===== src/rtl/phy_tx_arbiter.sv =====
// rtl/phy_tx_arbiter.sv - round-robin burst arbiter in front of the PHY transmit datapath
//
// Ports:
//   clk_f      transmit word clock, rising edge
//   reset      asynchronous active-low reset
//   req_valid  per-requester word valid
//   req_data   requester i word at [i*DATA_WIDTH +: DATA_WIDTH]
//   req_ready  per-requester accept (one-hot or zero)
//   phy_ready  PHY accepts data_out this cycle
//   data_out   registered word to PHY data_in
//   valid_out  registered valid to PHY valid_in
//   grant_id   current or last granted requester
//   busy       high while a burst is in progress
//
// Optional feature macro: PHY_ARB_PRIORITY_EN (requester 0 high priority)
module phy_tx_arbiter #(
    parameter int NUM_REQ    = 4,
    parameter int DATA_WIDTH = 32,
    parameter int MAX_BURST  = 4
) (
    input  logic                          clk_f,
    input  logic                          reset,
    input  logic [NUM_REQ-1:0]            req_valid,
    input  logic [NUM_REQ*DATA_WIDTH-1:0] req_data,
    output logic [NUM_REQ-1:0]            req_ready,
    input  logic                          phy_ready,
    output logic [DATA_WIDTH-1:0]         data_out,
    output logic                          valid_out,
    output logic [2:0]                    grant_id,
    output logic                          busy
);

    typedef enum logic {
        IDLE  = 1'b0,
        BURST = 1'b1
    } state_t;

    state_t                  state, state_nxt;
    logic [2:0]              grant_nxt;
    logic [3:0]              burst_cnt, cnt_nxt, cnt_inc;
    logic [DATA_WIDTH-1:0]   data_nxt;
    logic                    valid_nxt;
    logic                    out_free;
    logic                    xfer;
    logic                    found;
    logic [2:0]              winner;
    logic [2:0]              cand;

    // Requester views padded to 8 entries so a 3-bit grant index always
    // selects in range, whatever NUM_REQ is.
    logic [7:0]              valid8;
    logic [DATA_WIDTH-1:0]   words [8];

    assign valid8 = 8'(req_valid);

    genvar g;
    generate
        for (g = 0; g < 8; g++) begin : g_words
            if (g < NUM_REQ) begin : g_real
                assign words[g] = req_data[g*DATA_WIDTH +: DATA_WIDTH];
            end else begin : g_pad
                assign words[g] = '0;
            end
        end
    endgenerate

    assign out_free = !valid_out || phy_ready;
    assign xfer     = (state == BURST) && valid8[grant_id] && out_free;
    assign busy     = (state == BURST);
    assign cnt_inc  = burst_cnt + 4'd1;

    always_comb begin
        req_ready = '0;
        for (int i = 0; i < NUM_REQ; i++) begin
            req_ready[i] = (state == BURST) && (grant_id == 3'(i)) && out_free;
        end
    end

    // Round-robin search beginning one past the last grant, wrapping at NUM_REQ-1.
    always_comb begin
        found  = 1'b0;
        winner = grant_id;
        cand   = grant_id;
        for (int k = 0; k < NUM_REQ; k++) begin
            cand = (cand == 3'(NUM_REQ - 1)) ? 3'd0 : cand + 3'd1;
            if (!found && valid8[cand]) begin
                found  = 1'b1;
                winner = cand;
            end
        end
`ifdef PHY_ARB_PRIORITY_EN
        // Requester 0 jumps the queue, except directly after its own burst,
        // so the others still get every other grant while it stays busy.
        if (valid8[0] && grant_id != 3'd0) begin
            found  = 1'b1;
            winner = 3'd0;
        end
`endif
    end

    always_comb begin
        state_nxt = state;
        grant_nxt = grant_id;
        cnt_nxt   = burst_cnt;
        data_nxt  = data_out;
        valid_nxt = valid_out;

        // The PHY took the word and nothing replaces it: drop valid.
        if (phy_ready && !xfer) begin
            valid_nxt = 1'b0;
        end

        case (state)
            IDLE: begin
                if (found) begin
                    grant_nxt = winner;
                    cnt_nxt   = 4'd0;
                    state_nxt = BURST;
                end
            end
            BURST: begin
                if (xfer) begin
                    data_nxt  = words[grant_id];
                    valid_nxt = 1'b1;
                    cnt_nxt   = cnt_inc;
                    if (cnt_inc == 4'(MAX_BURST)) begin
                        state_nxt = IDLE;
                    end
                end else if (!valid8[grant_id]) begin
                    // Requester ran dry; any word still held in data_out
                    // stays there until the PHY takes it.
                    state_nxt = IDLE;
                end
            end
            default: state_nxt = IDLE;
        endcase
    end

    always_ff @(posedge clk_f or negedge reset) begin
        if (!reset) begin
            state     <= IDLE;
            grant_id  <= 3'(NUM_REQ - 1);
            burst_cnt <= 4'd0;
            data_out  <= '0;
            valid_out <= 1'b0;
        end else begin
            state     <= state_nxt;
            grant_id  <= grant_nxt;
            burst_cnt <= cnt_nxt;
            data_out  <= data_nxt;
            valid_out <= valid_nxt;
        end
    end

endmodule

===== config.mk =====
export PLATFORM = sky130hd
export DESIGN_NAME = phy_tx_arbiter
export DESIGN_NICKNAME = d
export VERILOG_FILES = /design/src/rtl/phy_tx_arbiter.sv
export SDC_FILE = /design/constraint.sdc
export NUM_CORES = 1
export LEC_CHECK = 0
export CELL_PAD_IN_SITES_DETAIL_PLACEMENT = 1
export CELL_PAD_IN_SITES_GLOBAL_PLACEMENT = 1
export CORE_MARGIN = 4
export CORE_UTILIZATION = 28
export CTS_BUF_LIST = sky130_fd_sc_hd__clkbuf_8 sky130_fd_sc_hd__clkbuf_16
export DETAILED_ROUTE_END_ITERATION = 12
export PLACE_DENSITY_LB_ADDON = 0.1
export SLEW_MARGIN = 0
export SYNTH_ARGS = -nofsm -noshare
export SYNTH_HDL_FRONTEND = slang
export SYNTH_SLANG_ARGS = --single-unit

===== constraint.sdc =====
create_clock -name clk_f -period 4 [get_ports clk_f]
set_input_delay 0.8 -clock clk_f [delete_from_list [all_inputs] [get_ports clk_f]]
set_output_delay 0.8 -clock clk_f [all_outputs]
set_load 0.005 [all_outputs]

==> results.toml, run 1 <==
[setup_path]
cp_common_cell = "ha_1"
critPathRequiredTime_ps = 4200
cp.arrival_ps = 3910
crit_buf_inv = 1
cp-end-kind = "register"
r2r-start = "grant_id[1]"
cp_slowest_stage_delay_ps = 710
worstPathMaxFanout = 13
r2r_cells = 12
crit_type = "reg2reg"
crit_start = "grant_id[1]"
worstSetupStartpointType = "register"
crit_family = "compound AO/OA/AOI/OAI gates"
worst-r2r-setup-slack_ps = 290
path_cells = "ha_1 -> nand2b_2 -> and2_1 -> ha_1 -> a21boi_1 -> ha_1 -> mux2_2 -> o221ai_2 -> inv_1 -> a21boi_1 -> nor3_1 -> a311oi_1"
reg2reg_to = "grant_id[0]"
cp_slowest_cell = "dfstp_2"

[die]
io_pins = 176
die_y_um = 111
row_count = 37
dieArea_sq_um = 12400
die_w_um = 111
core_sq_um = 10400
start_util_pct = 28.8

[run_status]
status = "complete, no violations"

[grt]
track_usage_pct = 16.8
antenna_found_initial = 0
grt_pass1_vias = 2910
grt_max_degree = 42
grt_overflow = 0
grt_pass1_wl_um = 16500

[clock_network]
cts-hold-fix-buffers = 0
cts_setup_buffers = 0
cts_buffers = 5
cts-resized-gates = 0
clk_path_buf_depth = 2
htree_levels = 2
cts-root-buf = "clkbuf_8"
clock_latency_ps = 290
clock-sinks = 41
clk_pin_slew_worst_paths_ps = 80
cts_tree = "done"

[timing]
drv_slew = 0
timing.fmax_ghz = 0.270
fin_crit_ps = 3710
fin_ws_ps = 290
tns_ps = 0
grt_setup_unrepaired = "false"
fin_crit_sh_pct = 92.7
hold_violations = 0
max_slew_margin_pct = 37.3
tightest_slew_ps = 941
hold-worst-slack_ps = 486
setup_violations = 0
final.setup_skew_ps = 9.19

[run]
drv_cap = 0

[placement]
dp_slack_ps = 315
finalWeightedCongestion = 0.838
dp.cells = 570
hpwl_um = 8260
port_buffers = 175

[logic_synthesis]
netlist_instances = 274
synth_area_leaders = "dfrtp_1 (33%), mux4_2 (25%), nand2b_1 (7.3%)"
synth_top_area_share_pct = 32.7
yosys_warnings = 0
yosysTopAreaCell = "dfrtp_1"
synth_common_cells = "dfrtp_1 (39), nand2_1 (38), o21ai_0 (36)"
synth_area_per_cell_sq_um = 10.9
syn_area_sq_um = 2980
synth_seq_cells = 41
async_flop_share_pct = 100
synth.most_common_cell = "dfrtp_1"
yosys.cell_types.count = 46
syn_nets = 417
synth-seq-area-share_pct = 34.5
synth-main-ff-cell = "dfrtp_1"
synth_edf_count = 0

[final_layout]
final_cell_count_no_fill = 578
nNetsFinal = 584
fin_util_pct = 47.9
synthToLayoutAreaGrowth_pct = 66.7
fillCellCount = 1184
antenna_cells = 0
drive_above_1_share_pct = 14.5

[drt]
route.met2.wl_um = 5630
met1_length_um = 4240
wl_met3_um = 461
drc = 0
routedWlPerCell_um = 18.0
first_pass_iters = 3
highest_layer = "met4"
avgViaCountPerCell = 4.77
drt-initial-drc-count = 111
vias = 2758
wl_um = 10400
final_antenna_net_count = 0

[power]
cellLeakagePower_nw = 2.00
vdd_drop_max_uv = 378
pwr_density_cell_nw_per_um2 = 673

[hold_path]
hold_depth = 2
min_to = "data_out[1]"
hold_path.startpoint = "data_out[1]"
hold_path_class = "reg2reg"
[through the flow]
step                power [W]  instance area [sq um]
detailed placement    0.00304                   4850
global route          0.00366                   4970
global placement      0.00298                   4850
CTS                   0.00341                   4970
floorplan             0.00218                   2980
finish                0.00334                   4970
[cells by family after synthesis]
family	share of synthesized area, %
AOI/OAI and AO/OA	11.8
xor gates and xnor gates	0.588
adders and majority gates	3.36
buffers and inverters	4.24
DFF	34.5
muxes	27.2
and+or+nand+nor	18.4
[cell type report]
class,instances,area [sq um],share of cell area [%]
well taps,136,170,3.42
repair buffers,180,1800,36.1
inverters,7,26.3,0.529
multi-input cells,206,1830,36.8
flip-flops and latches,41,1030,20.7
clock inverters,2,37.5,0.755
clock buffers,6,82.6,1.66
[metal layers]
metal  up-vias  GRT usage, %
met5         -             0
met4         0          3.97
met3         4          3.66
met2        77          30.3
met1      1347          20.4
li1       1330             -
[flip-flops by register name, summed over array words and instances (netlist names)]
| register | cells |
|---|---|
| burst_cnt | 4 |
| valid_out | 1 |
| busy | 1 |
| grant_id | 3 |
| data_out | 32 |
[worst reg2reg max path: stages, from the launching register on]
cell and delay (ps):
dfstp_2 710, ha_1 290, nand2b_2 150, and2_1 230, ha_1 280, a21boi_1 390
ha_1 390, mux2_2 310, o221ai_2 330, inv_1 80, a21boi_1 190, nor3_1 60
a311oi_1 210
[cell usage in the layout (no fill, tap or decap), types with 2 or more instances in the layout]
cell type,instances
o211ai_2,2
a21oi_1,2
mux2i_1,3
o21ai_0,36
nand2b_2,2
dfrtp_1,39
buf_4,4
clkdlybuf4s50_1,174
and2_1,4
nor2_1,7
dfstp_2,2
mux4_2,33
ha_1,8
o21ai_2,2
nand2b_1,34
clkbuf_8,6
a21boi_1,2
nand2_1,38
mux2_2,2
nor2b_1,3
inv_1,6
nand3_1,5
nand3b_1,2
o22ai_1,2
[where the power goes]
group	internal [W]	switching (W)	total (W)	leakage, nW
registers	0.000618	0.000130	0.000749	0.509
logic	0.00119	0.00105	0.00224	1.43
clock network	0.000203	0.000153	0.000356	0.0574
total	0.00201	0.00133	0.00334	2.00
[worst max path at each step]
stage | endpoint | cells past startpoint
floorplan | grant_id[0] | 14
global placement | grant_id[0] | 12
detailed placement | grant_id[0] | 12
CTS | grant_id[0] | 12
global route | grant_id[1] | 12
finish | grant_id[0] | 12
Power figures use the tool's default switching activity.
==> inputs of run 2 (changes only) <==
Settings changed: CAP_MARGIN set to 20.
==> results of run 2 <==
No change in the layout: final DEF, timing and power equal those of run 1.
